**config.mk**
```make
export PLATFORM = sky130hd
export DESIGN_NAME = addr_sequencer
export DESIGN_NICKNAME = d
export VERILOG_FILES = /design/src/rtl/addr_sequencer_pkg.sv /design/src/rtl/addr_sequencer_pipe.sv /design/src/rtl/addr_sequencer.sv
export SDC_FILE = /design/constraint.sdc
export NUM_CORES = 1
export LEC_CHECK = 0
export BUFFER_PORTS_ARGS = -buffer_cell sky130_fd_sc_hd__buf_4
export CAP_MARGIN = 20
export CORE_AREA = 2 2 98 62
export DETAILED_ROUTE_END_ITERATION = 7
export DIE_AREA = 0 0 100 64
export GPL_TIMING_DRIVEN = 1
export PLACE_DENSITY = 0.7
export REMOVE_ABC_BUFFERS = 1
export SYNTH_ARGS = -nofsm -noshare
export SYNTH_HDL_FRONTEND = slang
export SYNTH_SLANG_ARGS = --single-unit
```
**constraint.sdc**
```tcl
create_clock -name clk -period 2.7 [get_ports clk]
set_clock_uncertainty 0.1 [all_clocks]
set_input_delay 0 -clock clk [delete_from_list [all_inputs] [get_ports clk]]
set_output_delay 0 -clock clk [all_outputs]
set_load 0.02 [all_outputs]
```
**src/rtl/addr_sequencer_pkg.sv**
```systemverilog
// Shared definitions for the address sequencer: FSM state encoding and the
// legal range of the output delay line depth.
package addr_sequencer_pkg;

  typedef enum logic [1:0] {
    IDLE  = 2'd0,
    RUN   = 2'd1,
    DRAIN = 2'd2
  } seq_state_e;

  localparam int DELAY_MIN = 1;
  localparam int DELAY_MAX = 4;

  // Force a requested delay into the supported range so an out-of-range
  // parameter still builds a sensible pipeline.
  function automatic int clamp_delay(input int d);
    if (d < DELAY_MIN) return DELAY_MIN;
    if (d > DELAY_MAX) return DELAY_MAX;
    return d;
  endfunction

endpackage

```
**src/rtl/addr_sequencer_pipe.sv**
```systemverilog
// Output delay line carrying {valid, last, addr}. Valid bits shift every
// cycle; payload only moves with a valid beat so the final stage keeps its
// last address while the line is empty. clr drops every in-flight beat.
module addr_seq_pipe #(
  parameter int W     = 7,
  parameter int DEPTH = 1
) (
  input  logic         clk,
  input  logic         rst,
  input  logic         clr,
  input  logic         in_valid,
  input  logic         in_last,
  input  logic [W-1:0] in_addr,
  output logic         out_valid,
  output logic         out_last,
  output logic [W-1:0] out_addr
);

  logic [DEPTH-1:0] v_q;
  logic [DEPTH-1:0] l_q;
  logic [W-1:0]     a_q [DEPTH];

  // Shift stages; payload advances only alongside a valid bit.
  always_ff @(posedge clk) begin
    if (rst) begin
      v_q <= '0;
      l_q <= '0;
      for (int i = 0; i < DEPTH; i++) a_q[i] <= '0;
    end else begin
      v_q[0] <= clr ? 1'b0 : in_valid;
      if (!clr && in_valid) begin
        l_q[0] <= in_last;
        a_q[0] <= in_addr;
      end
      for (int i = 1; i < DEPTH; i++) begin
        v_q[i] <= clr ? 1'b0 : v_q[i-1];
        if (!clr && v_q[i-1]) begin
          l_q[i] <= l_q[i-1];
          a_q[i] <= a_q[i-1];
        end
      end
    end
  end

  assign out_valid = v_q[DEPTH-1];
  assign out_last  = l_q[DEPTH-1];
  assign out_addr  = a_q[DEPTH-1];

endmodule

```
**src/rtl/addr_sequencer.sv**
```systemverilog
// Strided address sequencer: issues len beats starting at base, stepping by
// stride, either once (then drains the output pipe) or repeatedly.
// Handshake: en_i is a plain advance strobe with no back-pressure; a beat is
// issued on every clock edge where the FSM is in RUN, en_i=1 and abort_i=0,
// and it appears on valid_o/cnt_o/last_o after DELAY register stages.
module addr_sequencer
  import addr_sequencer_pkg::*;
#(
  parameter int CNT_WIDTH = 7,
  parameter int DELAY     = 1
) (
  input  logic                 clk,
  input  logic                 rst,
  input  logic                 start_i,
  input  logic [CNT_WIDTH-1:0] base_i,
  input  logic [CNT_WIDTH-1:0] len_i,
  input  logic [CNT_WIDTH-1:0] stride_i,
  input  logic                 wrap_i,
  input  logic                 en_i,
  input  logic                 abort_i,
  output logic [CNT_WIDTH-1:0] cnt_o,
  output logic                 valid_o,
  output logic                 last_o,
  output logic                 done_o,
  output logic                 busy_o
);

  localparam int STAGES = clamp_delay(DELAY);

  typedef logic [CNT_WIDTH-1:0] cnt_t;

  seq_state_e state_q, state_d;
  cnt_t       base_q, len_q, stride_q;
  logic       wrap_q;
  cnt_t       addr_q, addr_d, idx_q, idx_d;
  logic       accept, issue, issue_last, flush;
  logic       pipe_valid, pipe_last;
  cnt_t       pipe_addr;

  // Next-state, address/index update and beat issue.
  always_comb begin
    state_d    = state_q;
    addr_d     = addr_q;
    idx_d      = idx_q;
    accept     = 1'b0;
    issue      = 1'b0;
    issue_last = 1'b0;
    flush      = 1'b0;
    case (state_q)
      IDLE: begin
        if (start_i && (len_i != '0)) begin
          accept  = 1'b1;
          addr_d  = base_i;
          idx_d   = '0;
          state_d = RUN;
        end
      end
      RUN: begin
        if (abort_i) begin
          flush   = 1'b1;
          state_d = IDLE;
        end else if (en_i) begin
          issue      = 1'b1;
          issue_last = (idx_q == (len_q - cnt_t'(1)));
          addr_d     = addr_q + stride_q;
          idx_d      = idx_q + cnt_t'(1);
          if (issue_last) begin
            if (wrap_q) begin
              addr_d = base_q;
              idx_d  = '0;
            end else begin
              state_d = DRAIN;
            end
          end
        end
      end
      DRAIN: begin
        if (abort_i) begin
          flush   = 1'b1;
          state_d = IDLE;
        end else if (done_o) begin
          state_d = IDLE;
        end
      end
      default: state_d = IDLE;
    endcase
  end

  // State, counters and the parameters captured at an accepted start.
  always_ff @(posedge clk) begin
    if (rst) begin
      state_q  <= IDLE;
      addr_q   <= '0;
      idx_q    <= '0;
      base_q   <= '0;
      len_q    <= '0;
      stride_q <= '0;
      wrap_q   <= 1'b0;
    end else begin
      state_q <= state_d;
      addr_q  <= addr_d;
      idx_q   <= idx_d;
      if (accept) begin
        base_q   <= base_i;
        len_q    <= len_i;
        stride_q <= stride_i;
        wrap_q   <= wrap_i;
      end
    end
  end

  addr_seq_pipe #(
    .W     (CNT_WIDTH),
    .DEPTH (STAGES)
  ) u_pipe (
    .clk       (clk),
    .rst       (rst),
    .clr       (flush),
    .in_valid  (issue),
    .in_last   (issue_last),
    .in_addr   (addr_q),
    .out_valid (pipe_valid),
    .out_last  (pipe_last),
    .out_addr  (pipe_addr)
  );

  // The pipe is empty whenever a new start can be accepted, so wrap_q still
  // describes the sequence whose beats are leaving the pipe.
  assign cnt_o   = pipe_addr;
  assign valid_o = pipe_valid;
  assign last_o  = pipe_valid & pipe_last;
  assign done_o  = pipe_valid & pipe_last & ~wrap_q;
  assign busy_o  = (state_q != IDLE);

endmodule

```
# ---- Yosys cells after proc, flatten, opt, wreduce, memory -nomap -nowiden
# Memory sizes are Yosys's and may differ from the RTL's.
# Index checks and enable logic that the tools add are counted.
dict set report op_classes {
  div_mod_pow 0
  n_shift 0
  n_bitwise 3
  reduce_logical 12
  muxes 37
  order_cmp 0
  add_sub_neg 3
  n_eq_ne 10
  n_mul 0
}
# op n
set ops {}
lappend ops {{$mux 7} 11}
lappend ops {{$pmux 7 s2} 2}
lappend ops {{$mux 1} 16}
lappend ops {{$mux 2} 7}
lappend ops {{$ne 3x3->1 const B} 4}
lappend ops {{$add 7x1->7 const B} 1}
lappend ops {{$add 7x7->7} 1}
lappend ops {{$eq 7x7->1} 1}
lappend ops {{$reduce_bool 7->1} 1}
lappend ops {{$reduce_or 7->1} 1}
lappend ops {{$sub 7x1->7 const B} 1}
lappend ops {{$ne 2x2->1 const B} 3}
lappend ops {{$pmux 2 s3} 1}
lappend ops {{$reduce_and 5->1} 1}
lappend ops {{$reduce_and 4->1} 1}
lappend ops {{$reduce_bool 2->1} 2}
lappend ops {{$reduce_or 2->1} 2}
lappend ops {{$and 1x1->1} 2}
lappend ops {{$eq 2x1->1 const B} 1}
lappend ops {{$eq 2x2->1 const B} 1}
lappend ops {{$logic_and 1x1->1} 2}
lappend ops {{$logic_not 2->1} 1}
lappend ops {{$logic_not 1->1} 1}
lappend ops {{$not 1->1} 1}
dict set report word_totals {
  ram_bits 7
  word_cells 75
  mem_count 1
  rom_bits 0
  reg_bits 40
  in_bits 27
  latchBits 0
}
# memory depth width rd rd_clocked_by_memory_dff wr line
set memory_table {}
lappend memory_table {u_pipe.a_q 1 7 1 0 1 addr_sequencer_pipe.sv:21} ;# logic [W-1:0] a_q [DEPTH];

# ---- Depth between registers and ports, before layout
# Gate-level depths: netlist of the first run.
dict set report logic_depth {
  depth_word 10
  mapped_depth 9
  ltp_nobuf 9
}

# ---- Hierarchy
# A second synthesis of the first run with hierarchy kept.
dict set report unflattened {
  cells_unflattened 301
  hier_area_um2 2556.2
}
# mod area_per_inst_um2 cells_per_inst n_inst
set modules_own_cells {}
lappend modules_own_cells {addr_sequencer 2208.4 279 1}
lappend modules_own_cells {addr_seq_pipe 347.8 22 1}

# ---- Worst setup path after synthesis of the first run
# Ideal clock, no wire load.
dict set report synth_timing {
  path_type {reg-to-reg}
  start {reg len_q[0]}
  end {reg addr_q[1]}
  arrival_ns 2.095
  required_time_ns 2.485
  period_less_slack_ns 2.310
  path_buffers 1
  slack_ns 0.390
  stages_incl_launch_ff 10
  path_cell_list {dfxtp_1 -> inv_1 -> ha_1 -> buf_2 -> o21ba_1 -> a221oi_1 -> o2111ai_1 -> a221oi_4 -> mux2i_1 -> nand2_1}
}
dict set report synth_between {
  elab_chain_cells 6
}
# item line
set synth_rtl {}
lappend synth_rtl {{start, declared} addr_sequencer.sv:33} ;# cnt_t base_q, len_q, stride_q;
lappend synth_rtl {{start signal, assigned} addr_sequencer.sv:105} ;# len_q <= len_i;
lappend synth_rtl {{$sub 7x1->7} addr_sequencer.sv:64} ;# issue_last = (idx_q == (len_q - cnt_t'(1)));
lappend synth_rtl {{$eq 7x7->1} addr_sequencer.sv:64}
lappend synth_rtl {{$mux 7} addr_sequencer.sv:67} ;# if (issue_last) begin
lappend synth_rtl {{$mux 7} addr_sequencer.sv:62} ;# end else if (en_i) begin
lappend synth_rtl {{$mux 7} addr_sequencer.sv:59} ;# if (abort_i) begin
lappend synth_rtl {{$pmux 7 s2} addr_sequencer.sv:49} ;# case (state_q)
lappend synth_rtl {{end signal, assigned} addr_sequencer.sv:101} ;# addr_q <= addr_d;
lappend synth_rtl {{end, declared} addr_sequencer.sv:35} ;# cnt_t addr_q, addr_d, idx_q, idx_d;
# No other way between the ends. The select of a mux whose other input is x is not followed.
# A chain may end at the register's enable or synchronous reset.

# ---- Worst setup path in the final report of the first run
dict set report layout_timing {
  start {reg len_q[1]}
  end {reg addr_q[2]}
}
# Same word-level chain as after synthesis.

==> summary.md, run 1 <==
| Metric | Value |
|---|---|
| Max-Cap Viols | 0 |
| Final Cell Area | 0.00335 mm^2 |
| Diode count | 0 |
| Hold Vio Cnt, Final | 0 |
| Final net count | 382 |
| GRT Overall Usage | 20.6% |
| Share of cells above drive strength 1 | 16.9% |
| Die height | 64 um |
| Drt first-iter violations | 134 |
| First-pass GRT wire length | 10.4 mm |
| Placer Congestion | 0.792 |
| Synth warn | 0 |
| Crit share post-route | 93.5% |
| Pre-CTS setup slack | 0.181 ns |
| Peak supply drop | 0.269 mV |
| Cell leakage power | 1.42 nW |
| Top cell type by total area after synthesis | dfxtp_1 |
| RSZ-0062 raised after global routing | false |
| Top_reg_cell synth | dfxtp_1 |
| CTS tree | done |
| Worst-Margin Slew | 0.567 ns |
| Status | finished, final reports clean |
| Worst min path class | primary input to flip-flop |
| Final worst slack | 0.176 ns |
| Synth unique cells | 52 |
| Initial antenna violation count | 0 |
| Crit-path max FO | 8 |
| Initial core utilization | 48.9% |
| Setup violators final | 0 |
| Largest net degree at the start of global routing | 47 |
| Register area share after synthesis | 37.8% |
| Synth Cell Area | 0.00267 mm^2 |
| Root Buffer | clkbuf_8 |
| Final Max Slew Viols | 0 |
| Layout area overhead | 25.2% |
| Clk sink count | 47 |
| Via count | 2258 |
| Number of global-route vias before repair | 2078 |
| Core area | 0.00547 mm^2 |
| Yosys reg bits | 47 |
| Clock slew at reported path FFs | 0.08 ns |
| Crit Path Category | flip-flop to flip-flop |
| Clock buffer depth | 2 |
| Filler Cell Count | 475 |
| DRC viols | 0 |
| Finished Core Util | 61.3% |
| Mapped Cells | 285 |
| DP Area | 0.00302 mm^2 |
| GRT met3 Usage | 4.05% |
| TritonRoute pass-1 iters | 4 |
| Syn Area/Cell | 9.38 um^2 |
| CP arrival | 2.64 ns |
| Pwr Total | 1.87 mW |
| Total congestion overflow | 0 |
| Post-DP HPWL | 4.35 mm |
| Die Width | 100 um |
| Setup TNS | 0 ns |
| Total I/O pin count | 38 |
| Number of synthesized flops with an enable pin | 7 |
| Max H-tree Level | 2 |
| Worst setup SP type | flip-flop |
| Async S/R FF share, synth | 0% |
| Relative slew margins | 62.2% |
| GR met1 Demand/Resource | 31.2% |
| Row cnt | 21 |
| R2R Setup Slk | 0.18 ns |
| Clk_lat worst skew | 0.30 ns |
| Routed WL | 6.22 mm |
| Busiest grt layer | met1 |
| Critical Path RT | 2.81 ns |
| Routed wire per std cell | 15.1 um |
| Vias per cell | 5.47 |
| Worst setup EP type | flip-flop |
| Tmin final | 2.52 ns |
| Met2 usage | 30.0% |
| Power density cells | 559 mW/mm^2 |
| Die ar. | 0.00640 mm^2 |
| Top cells by area, synth | dfxtp_1, mux2i_1, edfxtp_1, ha_1, nor2_1 |
| Port Buf Inserts | 37 |
| Max Freq | 396 MHz |
| Final ANT Viol Nets | 0 |
| Yosys top cell area share | 29.9% |
| Cts bufs inserted | 5 |
-- cell usage after synthesis (8+ instances only) --
library cell and n:
a21oi_1 10, dfxtp_1 40, clkbuf_1 10, inv_1 15
and2_1 8, mux2i_1 29, xor2_1 9, nor2_1 33
ha_1 11, o21ai_0 9, nand2b_1 8, xnor2_1 8
nor3_1 11
-- repair_timing --
action | 4_1_cts | 5_1_grt
endpoints found under the setup margin | 0 | 3
gates resized for setup | 0 | 1
setup buffers | 0 | 1
endpoints found under the hold margin | 25 | 0
hold buffers | 23 | 0
-- report_power, final --
part	switching, mW	internal, mW	total, mW
clock network	0.241	0.207	0.449
logic	0.305	0.276	0.581
registers	0.0645	0.779	0.843
-- per-stage QoR --
stage / cells / hold slack (ns)
floorplan: 270 / -0.0309
global placement: 381 / 0.133
detailed placement: 381 / 0.150
CTS: 412 / 0.0364
global route: 413 / 0.0402
finish: 413 / 0.0285
-- sequential cells by signal (all words and copies together), names as in the netlist --
| signal | count |
|---|---|
| base_q | 7 |
| u_pipe.out_last | 1 |
| u_pipe.out_valid | 1 |
| stride_q | 7 |
| idx_q | 7 |
| u_pipe.a_q | 7 |
| len_q | 7 |
| state_q | 2 |
| addr_q | 7 |
| wrap_q | 1 |
-- per-layer routing --
metal / part of all wire [%] / vias to the layer above / wire, um
met5: 0 / - / 0
met4: 0.50 / 0 / 31
met3: 4.6 / 3 / 287
met2: 42 / 56 / 2600
met1: 53 / 1065 / 3310
li1: - / 1134 / -
-- final timing paths --
path | startpoint | endpoint | cells past startpoint
hold / removal | rst | stride_q[2] | 2
setup reg to reg | len_q[1] | addr_q[2] | 8
hold reg to reg | base_q[1] | base_q[1] | 2
setup / recovery | len_q[1] | addr_q[2] | 8
-- placed cells by master, fill, tap and decap left out, types with 7 or more instances in the layout --
cell type / instances
a21oi_1: 10
and2_1: 8
buf_4: 42
dfxtp_1: 39
dlygate4sd3_1: 23
edfxtp_1: 7
ha_1: 11
inv_1: 15
mux2i_1: 29
nand2_1: 7
nand2b_1: 8
nor2_1: 33
nor2b_1: 7
nor3_1: 11
o21ai_0: 9
xnor2_1: 8
xor2_1: 9
-- final cells by class --
type | instances | area, um^2 | share of cell area (%)
repair buffers | 66 | 566 | 16.9
clock buffers | 7 | 86.3 | 2.58
multi-input cells | 208 | 1540 | 45.9
clock inverters | 1 | 5.00 | 0.149
well taps | 69 | 86.3 | 2.58
flip-flops and latches | 47 | 1010 | 30.2
inverters | 15 | 56.3 | 1.68
-- critical path, cell delays in order, from the launching register on --
cell and delay (ns):
dfxtp_1 0.43, inv_1 0.09, ha_1 0.28, o21ba_1 0.20, a221oi_1 0.40, o211a_1 0.30
o311ai_4 0.21, mux2i_1 0.17, a311oi_1 0.26
-- logic make-up after synthesis --
group,after synthesis,synth area share [%]
AO/OA/AOI/OAI,51,15.3
buffers and inverters,30,4.73
AND/OR/NAND/NOR,99,19.8
multiplexers,29,10.9
flip-flops,47,37.8
XOR/XNOR,17,5.57
adder cells (fa/ha/maj),12,5.90
Note: power is estimated with default switching activity, not from simulation.
==> run 2: changes to the inputs <==
--- a/config.mk
+++ b/config.mk
@@ -5,6 +5,7 @@
 export SDC_FILE = /design/constraint.sdc
 export NUM_CORES = 1
 export LEC_CHECK = 0
+export ABC_AREA = 1
 export BUFFER_PORTS_ARGS = -buffer_cell sky130_fd_sc_hd__buf_4
 export CAP_MARGIN = 20
 export CORE_AREA = 2 2 98 62
==> run 2 against run 1 <==
Net effect:
- synthesized cell count up 38%
- routed wire length grew 4.1%
- critical path depth increased by 5
- first-iteration DRC count grew 66%
- sequential power is essentially flat
- register-to-register slack better by 0.41 ns
- die area unchanged
- worst hold slack got worse by 0.011 ns
- cell area down 0.49%
- core utilization fell by 0.30 points
- combinational power increased by 19%
- largest cell class unchanged
- largest power group unchanged
==> summary.md, run 2 <==
| Metric | Value |
|---|---|
| Power density cells | 586 mW/mm^2 (+4.8%) |
| Drt first-iter violations | 222 (+66%) |
| Adder-cell area share of the yosys netlist | 5.89% (about the same) |
| Synth Area in Compound Gates | 14.8% (-0.47 points) |
| Core area | 0.00547 mm^2 (unchanged) |
| Initial antenna violation count | 0 (unchanged) |
| Most common library cells after synthesis | nand2_1, inv_1, a21oi_1 |
| Clk sink count | 47 (unchanged) |
| XOR/XNOR Fraction of Synth Area | 3.27% (-2.3 points) |
| Share of cells above drive strength 1 | 13.5% (-3.4 points) |
| Yosys top cell area share | 29.9% (about the same) |
| Post-DP HPWL | 4.66 mm (+7.0%) |
| Synth Area in Simple Gates | 28.0% (+8.1 points) |
| Clock buffer depth | 2 (unchanged) |
| Number of global-route vias before repair | 2317 (+12%) |
| Via count | 2541 (+13%) |
| Crit share post-route | 78.3% (-15 points) |
| Hold Vio Cnt, Final | 0 (unchanged) |
| Slowest cell on crit path | fa_1 |
| Syn Area/Cell | 6.82 um^2 (-27%) |
| Crit-path max FO | 3 (-5) |
| GRT Overall Usage | 21.8% (+1.2 points) |
| Post-synthesis mux area share | 0% (-11 points) |
| CP arrival | 2.25 ns (-0.39 ns) |
| Worst setup EP type | flip-flop |
| Synth warn | 0 (unchanged) |
| Routed wire per std cell | 12.4 um (-18%) |
| Clock slew at reported path FFs | 0.09 ns (about the same) |
| Max H-tree Level | 2 (unchanged) |
| CTS tree | done |
| Post-CTS Setup Bufs | 0 (unchanged) |
| Register area share after synthesis | 37.8% (about the same) |
| Final ANT Viol Nets | 0 (unchanged) |
| Filler Cell Count | 491 (+3.4%) |
| Worst-Margin Slew | 0.845 ns (+0.279 ns) |
| Yosys reg bits | 47 (unchanged) |
| Relative slew margins | 43.6% (-19 points) |
| CP startpoint | stride_q[0] |
| Most frequent cell after synthesis | nand2_1 |
| Port Buf Inserts | 37 (unchanged) |
| Routed WL | 6.48 mm (+4.1%) |
| Async S/R FF share, synth | 0% (unchanged) |
| Number of synthesized flops with an enable pin | 7 (unchanged) |
| Vias per cell | 4.88 (-11%) |
| TritonRoute pass-1 iters | 5 (+1) |
| Top cells by area, synth | dfxtp_1, nand2_1, a21oi_1, edfxtp_1, inv_1 |
| DRC viols | 0 (unchanged) |
| Max Freq | 473 MHz (+19%) |
| Cts bufs inserted | 5 (unchanged) |
| Setup violators final | 0 (unchanged) |
| Cell family with most CP delay | adder cells |
| Post-CTS Resized | 0 (unchanged) |
| Worst min path class | primary input to flip-flop |
| Clk_lat worst skew | 0.30 ns (about the same) |
| Top cell type by total area after synthesis | dfxtp_1 |
| Tmin final | 2.11 ns (-0.411 ns) |
| Largest family of logic cells by synthesized area | simple AND/OR/NAND/NOR gates |
| Root Buffer | clkbuf_8 |
| Most frequent cells in the layout | nand2_1, inv_1, a21oi_1, dfxtp_1, buf_4 |
| Largest incremental delay on the critical path | 0.41 ns (-0.02 ns) |
| Cell leakage power | 1.60 nW (+13%) |
| Max-Cap Viols | 0 (unchanged) |
| Total I/O pin count | 38 (unchanged) |
| Peak supply drop | 0.267 mV (-0.90%) |
| Final Max Slew Viols | 0 (unchanged) |
| FF-to-FF path depth | 13 (+5) |
| Setup TNS | 0 ns (unchanged) |
| Layout area overhead | 24.6% |
| Die ar. | 0.00640 mm^2 (unchanged) |
| Die height | 64 um (unchanged) |
| CP Depth | 13 (+5) |
| Status | finished, final reports clean |
| Crit-path cells | ha_1 > inv_1 > fa_1 > inv_1 > nand3_1 > nand3_1 > xor2_1 > nand2_1 > o21ai_0 > nand2_1 > nand2_1 > nand2_1 > a21oi_1 |
| Final net count | 490 (+28%) |
| R2R Setup Slk | 0.59 ns (+0.41 ns) |
| Critical Path RT | 2.83 ns (+0.02 ns) |
| Mapped Cells | 392 (+38%) |
| Hold buffers post-CTS | 24 (+4.3%) |
| Finished Core Util | 61.0% (-0.30 points) |
| Top_reg_cell synth | dfxtp_1 |
| Synth Cell Area | 0.00268 mm^2 (about the same) |
| Worst setup SP type | flip-flop |
| Diode count | 0 (unchanged) |
| Row cnt | 21 (unchanged) |
| Initial core utilization | 48.9% (about the same) |
| RSZ-0062 raised after global routing | false |
| Most frequent CP cell | nand2_1 |
| Die Width | 100 um (unchanged) |
| Largest net degree at the start of global routing | 45 (-4.3%) |
| First-pass GRT wire length | 11.0 mm (+5.9%) |
| Worst Path Buf+Inv | 2 (+1) |
| Crit path to | addr_q[4] |
| Placer Congestion | 0.839 (+6.0%) |
| Synth unique cells | 28 (-46%) |
| Crit Path Category | flip-flop to flip-flop |
| R2R Path End | addr_q[4] |
| R2r startpoint | stride_q[0] |
| Total congestion overflow | 0 (unchanged) |
| Most common cell after layout, fill and taps aside | nand2_1 |
[run 2: changes by cell type after synthesis, sizes merged, moves of 7 or more]
cell    previous run  this run
nand2              7       107
inv               15        57
a21oi             10        45
mux2i             29         0
o21ai              9        32
nand3              4        24
and2               8         0
nand2b             8         0
nor3              11         3
nor2b              7         0
[run 2: area by class of cell]
cell class | count | area [um^2] | area share [%]
clock buffer | 7 | 76.3 | 2.29
clock inverter | 1 | 5.00 | 0.150
inverter | 58 | 223 | 6.68
multi-input combinational | 275 | 1390 | 41.7
sequential | 47 | 1010 | 30.3
tap | 69 | 86.3 | 2.59
timing repair buffer | 64 | 541 | 16.2
[run 2: how the worst min path moves through the flow]
stage | startpoint | endpoint | slack, ns | depth (start not counted)
floorplan | rst | idx_q[1] | -0.03 | 1
global placement | rst | idx_q[4] | 0.14 | 2
detailed placement | rst | idx_q[6] | 0.14 | 2
CTS | en_i | u_pipe.out_valid | 0.02 | 5
global route | en_i | u_pipe.out_valid | 0.05 | 5
finish | en_i | u_pipe.out_valid | 0.02 | 5
[run 2: kinds of logic after synthesis]
family	count (synthesis)
simple gates	175
compound gates	78
buf+inv	70
flops	47
fa+ha+maj	12
xor+xnor	10
[run 2: metrics by stage]
| stage | power, mW | std cells | area, um^2 | hold WS [ns] | setup WS (ns) |
|---|---|---|---|---|---|
| 2_1_floorplan | 1.33 | 380 | 2620 | -0.0309 | 0.722 |
| 3_3_place_gp | 1.50 | 489 | 3010 | 0.142 | 0.665 |
| 3_5_place_dp | 1.51 | 489 | 3010 | 0.144 | 0.625 |
| 4_1_cts | 1.95 | 521 | 3330 | 0.0157 | 0.603 |
| 5_1_grt | 2.10 | 521 | 3330 | 0.0466 | 0.318 |
| 6_report | 1.95 | 521 | 3330 | 0.0179 | 0.587 |
[run 2: layer usage]
| layer | track usage (%) | part of all wire [%] | vias up |
|---|---|---|---|
| li1 | - | - | 1371 |
| met1 | 33.7 | 53 | 1093 |
| met2 | 31.3 | 39 | 73 |
| met3 | 4.05 | 8.2 | 4 |
| met4 | 4.62 | 0.65 | 0 |
| met5 | 0 | 0 | - |
[run 2: worst reg2reg max path, delay by kind of cell (launching register included)]
| kind | cells | cell delay, ns |
|---|---|---|
| adder cells (fa/ha/maj) | 2 | 0.64 |
| AND/OR/NAND/NOR | 6 | 0.40 |
| flip-flops | 1 | 0.37 |
| AO/OA/AOI/OAI | 2 | 0.19 |
| XOR/XNOR | 1 | 0.18 |
| buffers and inverters | 2 | 0.17 |
[run 2: where the power goes]
part	switching, mW	total [mW]	leakage [nW]	internal, mW
Combinational	0.425	0.691	1.15	0.266
Clock	0.234	0.417	0.0422	0.182
Sequential	0.0543	0.845	0.402	0.791
